===== config.mk =====
export PLATFORM = sky130hd
export DESIGN_NAME = hall_call_register
export DESIGN_NICKNAME = d
export VERILOG_FILES = /design/src/rtl/hall_call_register.sv
export SDC_FILE = /design/constraint.sdc
export NUM_CORES = 1
export LEC_CHECK = 0
export CAP_MARGIN = 10
export CORE_MARGIN = 5
export CORE_UTILIZATION = 45
export CTS_CLUSTER_SIZE = 14
export DETAILED_ROUTE_END_ITERATION = 10
export PLACE_DENSITY = 0.72
export SLEW_MARGIN = 0
export SYNTH_ARGS = -nofsm -noshare
export SYNTH_HDL_FRONTEND = slang
export SYNTH_SLANG_ARGS = --single-unit

===== constraint.sdc =====
create_clock -name clk -period 2.95 [get_ports clk]
set_input_delay 0.4425 -clock clk [delete_from_list [all_inputs] [get_ports clk]]
set_output_delay 0.4425 -clock clk [all_outputs]
set_load 0.02 [all_outputs]

===== src/rtl/hall_call_register.sv =====
// Hall-call register: latches up/down call pulses per floor, arbitrates by traffic mode, offers one call at a time.
// Latency: request at edge N -> call_valid after edge N+1; at least one idle cycle between successive offers.
// Backpressure: offer holds stable until call_ready; calls keep latching meanwhile. HALL_LAMP_EN adds lamp outputs.
module hall_call_register #(
    parameter int NUM_FLOORS = 8,
    parameter int FLOOR_W    = 3
) (
    input  logic               clk,
    input  logic               reset,
    input  logic               request,
    input  logic [FLOOR_W-1:0] request_floor,
    input  logic               request_dir,
    input  logic [1:0]         traffic_state,
    output logic               call_valid,
    output logic [FLOOR_W-1:0] call_floor,
    output logic               call_dir,
    input  logic               call_ready
`ifdef HALL_LAMP_EN
    ,
    output logic [NUM_FLOORS-1:0] up_lamp,
    output logic [NUM_FLOORS-1:0] dn_lamp
`endif
);

    typedef enum logic {IDLE = 1'b0, OFFER = 1'b1} state_t;

    state_t                  state_q, state_d;
    logic [NUM_FLOORS-1:0]   up_pend_q, up_pend_d;
    logic [NUM_FLOORS-1:0]   dn_pend_q, dn_pend_d;
    logic [FLOOR_W-1:0]      rr_ptr_q, rr_ptr_d;
    logic [FLOOR_W-1:0]      call_floor_q, call_floor_d;
    logic                    call_dir_q, call_dir_d;

    logic [NUM_FLOORS-1:0]   up_set, dn_set, up_clr, dn_clr;
    logic [NUM_FLOORS-1:0]   up_rot, dn_rot;
    logic                    accept;
    logic                    any_pend;

    logic                    rr_found;
    logic [FLOOR_W-1:0]      rr_floor;
    logic                    rr_dir;
    logic                    up_found;
    logic [FLOOR_W-1:0]      up_low;
    logic                    dn_found;
    logic [FLOOR_W-1:0]      dn_high;
    logic [FLOOR_W-1:0]      pick_floor;
    logic                    pick_dir;

    assign accept   = (state_q == OFFER) && call_ready;
    assign any_pend = |{up_pend_q, dn_pend_q};

    // Calls that have no meaning (off the top, below the bottom, past the last floor) never set a bit.
    always_comb begin
        up_set = '0;
        dn_set = '0;
        for (int f = 0; f < NUM_FLOORS; f++) begin
            if (request && (int'(request_floor) == f)) begin
                if (request_dir && (f != NUM_FLOORS - 1)) up_set[f] = 1'b1;
                if (!request_dir && (f != 0))             dn_set[f] = 1'b1;
            end
        end
    end

    always_comb begin
        up_clr = '0;
        dn_clr = '0;
        for (int f = 0; f < NUM_FLOORS; f++) begin
            if (accept && (int'(call_floor_q) == f)) begin
                if (call_dir_q) up_clr[f] = 1'b1;
                else            dn_clr[f] = 1'b1;
            end
        end
    end

    // Set after clear: a fresh call for the floor being accepted stays pending.
    always_comb begin
        up_pend_d = (up_pend_q & ~up_clr) | up_set;
        dn_pend_d = (dn_pend_q & ~dn_clr) | dn_set;
    end

    // Round-robin scan: rotate so bit 0 is the floor at rr_ptr, then take the first occupied slot.
    always_comb begin
        up_rot = NUM_FLOORS'({up_pend_q, up_pend_q} >> rr_ptr_q);
        dn_rot = NUM_FLOORS'({dn_pend_q, dn_pend_q} >> rr_ptr_q);
    end

    always_comb begin
        int off;
        int idx;
        rr_found = 1'b0;
        rr_dir   = 1'b0;
        off      = 0;
        for (int i = 0; i < NUM_FLOORS; i++) begin
            if (!rr_found && (up_rot[i] || dn_rot[i])) begin
                rr_found = 1'b1;
                rr_dir   = up_rot[i];
                off      = i;
            end
        end
        idx = int'(rr_ptr_q) + off;
        if (idx >= NUM_FLOORS) idx = idx - NUM_FLOORS;
        rr_floor = FLOOR_W'(idx);
    end

    always_comb begin
        up_found = 1'b0;
        up_low   = '0;
        dn_found = 1'b0;
        dn_high  = '0;
        for (int f = 0; f < NUM_FLOORS; f++) begin
            if (!up_found && up_pend_q[f]) begin
                up_found = 1'b1;
                up_low   = FLOOR_W'(f);
            end
            if (dn_pend_q[f]) begin
                dn_found = 1'b1;
                dn_high  = FLOOR_W'(f);
            end
        end
    end

    always_comb begin
        pick_floor = rr_floor;
        pick_dir   = rr_dir;
        case (traffic_state)
            2'd1: if (up_found) begin
                pick_floor = up_low;
                pick_dir   = 1'b1;
            end
            2'd2: if (dn_found) begin
                pick_floor = dn_high;
                pick_dir   = 1'b0;
            end
            default: ;
        endcase
    end

    // State register
    always_ff @(posedge clk or negedge reset) begin
        if (!reset) begin
            state_q      <= IDLE;
            up_pend_q    <= '0;
            dn_pend_q    <= '0;
            rr_ptr_q     <= '0;
            call_floor_q <= '0;
            call_dir_q   <= 1'b0;
        end else begin
            state_q      <= state_d;
            up_pend_q    <= up_pend_d;
            dn_pend_q    <= dn_pend_d;
            rr_ptr_q     <= rr_ptr_d;
            call_floor_q <= call_floor_d;
            call_dir_q   <= call_dir_d;
        end
    end

    // Next-state and offer datapath
    always_comb begin
        state_d      = state_q;
        rr_ptr_d     = rr_ptr_q;
        call_floor_d = call_floor_q;
        call_dir_d   = call_dir_q;
        case (state_q)
            IDLE: begin
                if (any_pend) begin
                    state_d      = OFFER;
                    call_floor_d = pick_floor;
                    call_dir_d   = pick_dir;
                end
            end
            OFFER: begin
                if (call_ready) begin
                    state_d  = IDLE;
                    rr_ptr_d = (int'(call_floor_q) == NUM_FLOORS - 1) ? '0
                                                                      : call_floor_q + FLOOR_W'(1);
                end
            end
            default: state_d = IDLE;
        endcase
    end

    // Outputs
    always_comb begin
        call_valid = (state_q == OFFER);
        call_floor = call_floor_q;
        call_dir   = call_dir_q;
    end

`ifdef HALL_LAMP_EN
    assign up_lamp = up_pend_q;
    assign dn_lamp = dn_pend_q;
`endif

endmodule


==> results list <==
- The flow ran to the end, but the final reports show violations.
- Failing checks: setup timing
- In this run, CTS created clock tree buffers numbering 3.
- Average vias per placed instance: 6.05
* Total detailed-routing wirelength: approximately 7.2 mm
- In this run the critical register-to-register path is launched from rr_ptr_q[2]$_DFFE_PN0P_.
- Clock latency on the worst-skew pair, taken at its later pin, is 0.28 ns.
- Estimated wirelength of the detail-placed design: 5.13 mm
- In this run the biggest area consumer among cell types represents 24.7% of the synthesized area.
* Die Ht: between 80 and 90 um
- The number of max-slew violations in the final report came to 0.
* Register-to-register setup slack: -0.12 ns
- For this block, the initial DRC count from the detailed router was 180.
* Leakage power: approximately 0.0013 uW
- End of the worst register-to-register path: call_floor[1]$_DFFE_PN0P_
- Pin count of the biggest net entering global routing: 25
- Synthesis inferred 24 register bits.
* Worst setup path category: reg2reg
- Placer Congestion: approximately 0.93
- The library cell used most frequently in the layout, excluding fill and tap cells, is sky130_fd_sc_hd__nand2_1.
- After filler insertion, the fill cell instance count of the layout stands at 450.
- The signal on the critical path passes through buf_6, or4b_4, a41oi_2, o21bai_4, nand2_2, nand2_2, a21oi_2, o22ai_2, ha_4, inv_2, fa_2, a21oi_2, nor4_2, a21oi_1.
- Avg Synthesized Cell Area: between 8 and 9 um2
- Once layout is complete, the utilization of the core stands at around 60%.
- Following the worst setup path forward leads to its endpoint at call_floor[1]$_DFFE_PN0P_.
- Total number of H-tree levels: 1
- Area inside the core boundary: 5170 um2
- Post-Route Skew: between 0.004 and 0.005 ns
- Clock sinks: 24
* CP startpoint kind: flop
* Root Buffer Master: sky130_fd_sc_hd__clkbuf_8
* Starting Density: 47.0%
- Worst path max stage delay: between 0.5 and 0.6 ns
- No sink is reached through more buffers than the 2 on the longest clock path.
* Achievable Freq: roughly 0.33 GHz
* Total number of vias: approximately 2300
- VDD sags by at most between 0.0006 and 0.0007 V.
* Share of final-layout standard cells stronger than drive strength 1: roughly 32%
- Class of the tightest hold or removal check: in2async
* Part of the Yosys area used for sequential elements: about a quarter
- Measured against its own limit, the worst slew margin works out to between 60% and 70%.
- Yosys printed 0 warnings.
- The worst setup path is captured at a flop.
* Worst hold slack: 0.517 ns
* Net count of the mapped netlist: between 200 and 300
* Setup tns final: -0.155 ns
* Endpoint arrival time on the critical path: ~3.2 ns
- The via count of the first global-routing pass was 2232.
- Pin placement for this block handled 15 I/O pins.
* Count of flip-flops with a built-in enable after synthesis: 0
- Setup repair after global routing could not meet its margin everywhere.
- In the final layout, flip-flops and latches occupy approximately 600 um2.
* Async set or reset register ratio after synthesis: 100%
* Net total in the final layout: about 340
- Power per standard cell area: between 1000 and 1500 nW/um2
- For the worst flop-to-flop path, the logic depth is 14.
- Synthesis produced between 200 and 300 cells.
- Highest-count cells in the layout ignoring fill and taps: sky130_fd_sc_hd__nand2_1, sky130_fd_sc_hd__buf_4, sky130_fd_sc_hd__dfrtp_1
* Top cells by area in the synthesized netlist: sky130_fd_sc_hd__dfrtp_1, sky130_fd_sc_hd__mux4_2, sky130_fd_sc_hd__nand2_1
- Top flip-flop cell by instance count after synthesis: sky130_fd_sc_hd__dfrtp_1
- After detailed routing, the number of remaining DRC violations is 0.
* Multi-input logic area: approximately 1700 um2
- Required time at the worst-slack endpoint: 3.11 ns
* Leftover overflow at the end of global routing: 0
* Cell taking the most area after synthesis: sky130_fd_sc_hd__dfrtp_1
- Floorplan die width: ~83 um
- Slack of the critical path: -0.120 ns
- The number of antenna violations at the first check in global routing was 0.
- The most critical setup path has its startpoint at rr_ptr_q[2]$_DFFE_PN0P_.
- Setup violations remaining at the end of the flow were counted as 2.
- Once detail routing completed, the nets flagged for antenna violations numbered 0.
- After layout, the worst path uses 104% of the clock period.
- The floorplan step defined a die boundary enclosing 6970 um2.
* Standard-cell row count: 26
- 0 antenna diodes ended up in the layout.
* Number of library cell types mapped by synthesis: between 50 and 60
- Worst-path cell with the longest stage delay: sky130_fd_sc_hd__fa_2
- Of all nets on the critical path, the largest fanout is 5.
* Final Hold Fails: 0
- The first global-routing pass estimated 11.4 mm of wire.
- In this run the cell area of the synthesized design comes to 2430 um2.
* Area growth syn-to-layout: 25.6%
- In the global route stage, overall resource usage came out at between 10% and 20%.
- For the pin with the worst max-slew slack, the measured transition is roughly 0.46 ns.
- First-pass iteration count of the detailed router: 4
- Minimum clock period after layout: approximately 3.1 ns
* Max Cap Viol: 0
- Clock slew at reported path FFs: around 0.1 ns
- TritonCTS built the clock tree.
- During placement, the flow inserted port buffers numbering 14.
- Routed len/inst: about 19 um
Yosys cell counts, types with 6 or more instances:
master                      n
sky130_fd_sc_hd__nor3_1     8
sky130_fd_sc_hd__nand2_1   49
sky130_fd_sc_hd__a21oi_1   12
sky130_fd_sc_hd__nor4_1     6
sky130_fd_sc_hd__nor2_1    19
sky130_fd_sc_hd__ha_1       9
sky130_fd_sc_hd__mux4_1     6
sky130_fd_sc_hd__mux4_2    10
sky130_fd_sc_hd__o21ai_0   18
sky130_fd_sc_hd__o31ai_1    6
sky130_fd_sc_hd__buf_4      7
sky130_fd_sc_hd__clkbuf_1   7
sky130_fd_sc_hd__mux2i_1    9
sky130_fd_sc_hd__dfrtp_1   24
sky130_fd_sc_hd__inv_1     17
cell type report:
cell class / instances / share of cell area [%]
Timing Repair Buffer: 61 / 16.7
Clock inverter: 1 / 0.984
Sequential cell: 24 / 19.8
Clock buffer: 3 / 1.35
Tap cell: 70 / 2.87
Inverter: 17 / 2.09
Multi-Input combinational cell: 210 / 56.2
how the worst min path moves through the flow:
stage	endpoint	cells past startpoint	slack [ns]	from
2_1_floorplan	call_dir$_DFFE_PN0P_	0	0.15	reset
3_3_place_gp	up_pend_q[6]$_DFF_PN0_	2	0.54	up_pend_q[6]$_DFF_PN0_
3_5_place_dp	up_pend_q[6]$_DFF_PN0_	2	0.53	up_pend_q[6]$_DFF_PN0_
4_1_cts	up_pend_q[4]$_DFF_PN0_	2	0.53	reset
5_1_grt	dn_pend_q[1]$_DFF_PN0_	2	0.55	reset
6_report	up_pend_q[4]$_DFF_PN0_	2	0.52	reset
state kept, by name, indices dropped and copies added, names as in the netlist:
signal and flops:
call_floor 3, rr_ptr_q 3, call_dir 1, up_pend_q 8, call_valid 1, dn_pend_q 8
what timing repair did:
| action | 4_1_cts | 5_1_grt |
|---|---|---|
| pin swaps | 0 | 12 |
| setup buffers | 6 | 10 |
| hold buffers | 0 | 0 |
| setup endpoints to repair | 3 | 3 |
| resized for setup | 5 | 32 |
report_power, final:
| group | internal, uW | total, uW | switching (uW) |
|---|---|---|---|
| Sequential | 473 | 683 | 210 |
| Clock | 182 | 301 | 120 |
| Combinational | 1330 | 2630 | 1290 |
| Total | 1990 | 3610 | 1620 |
per-stage QoR:
stage / setup WS (ns) / cells / total power [uW] / cell area [um2]
2_1_floorplan: 0.0767 / 272 / 2160 / 2430
3_3_place_gp: 0.0175 / 366 / 2780 / 2740
3_5_place_dp: -0.0785 / 366 / 2830 / 2740
4_1_cts: -0.00445 / 376 / 3220 / 2870
5_1_grt: -0.237 / 386 / 3850 / 3050
6_report: -0.120 / 386 / 3610 / 3050
per-layer routing:
metal	global-route usage (%)	vias up	routed length [um]
li1	-	1079	-
met1	27.6	1111	3080
met2	32.1	119	3450
met3	2.27	25	448
met4	4.82	0	199
met5	0	-	0
worst max-delay path, delay by kind of cell, from the launching register on:
family	cells	cell delay, ns
and+or+nand+nor	4	0.86
buffers and inverters	2	0.18
DFF	1	0.43
AOI/OAI and AO/OA	6	0.76
adders and majority gates	2	0.73
cell families after synthesis:
group,share of synthesized area (%)
XOR/XNOR,0.721
adder cells (fa/ha/maj),5.46
AO/OA/AOI/OAI,15.8
multiplexers,21.5
buffers and inverters,8.60
flip-flops,24.7
AND/OR/NAND/NOR,23.2
(Power assumes the default switching activity.)
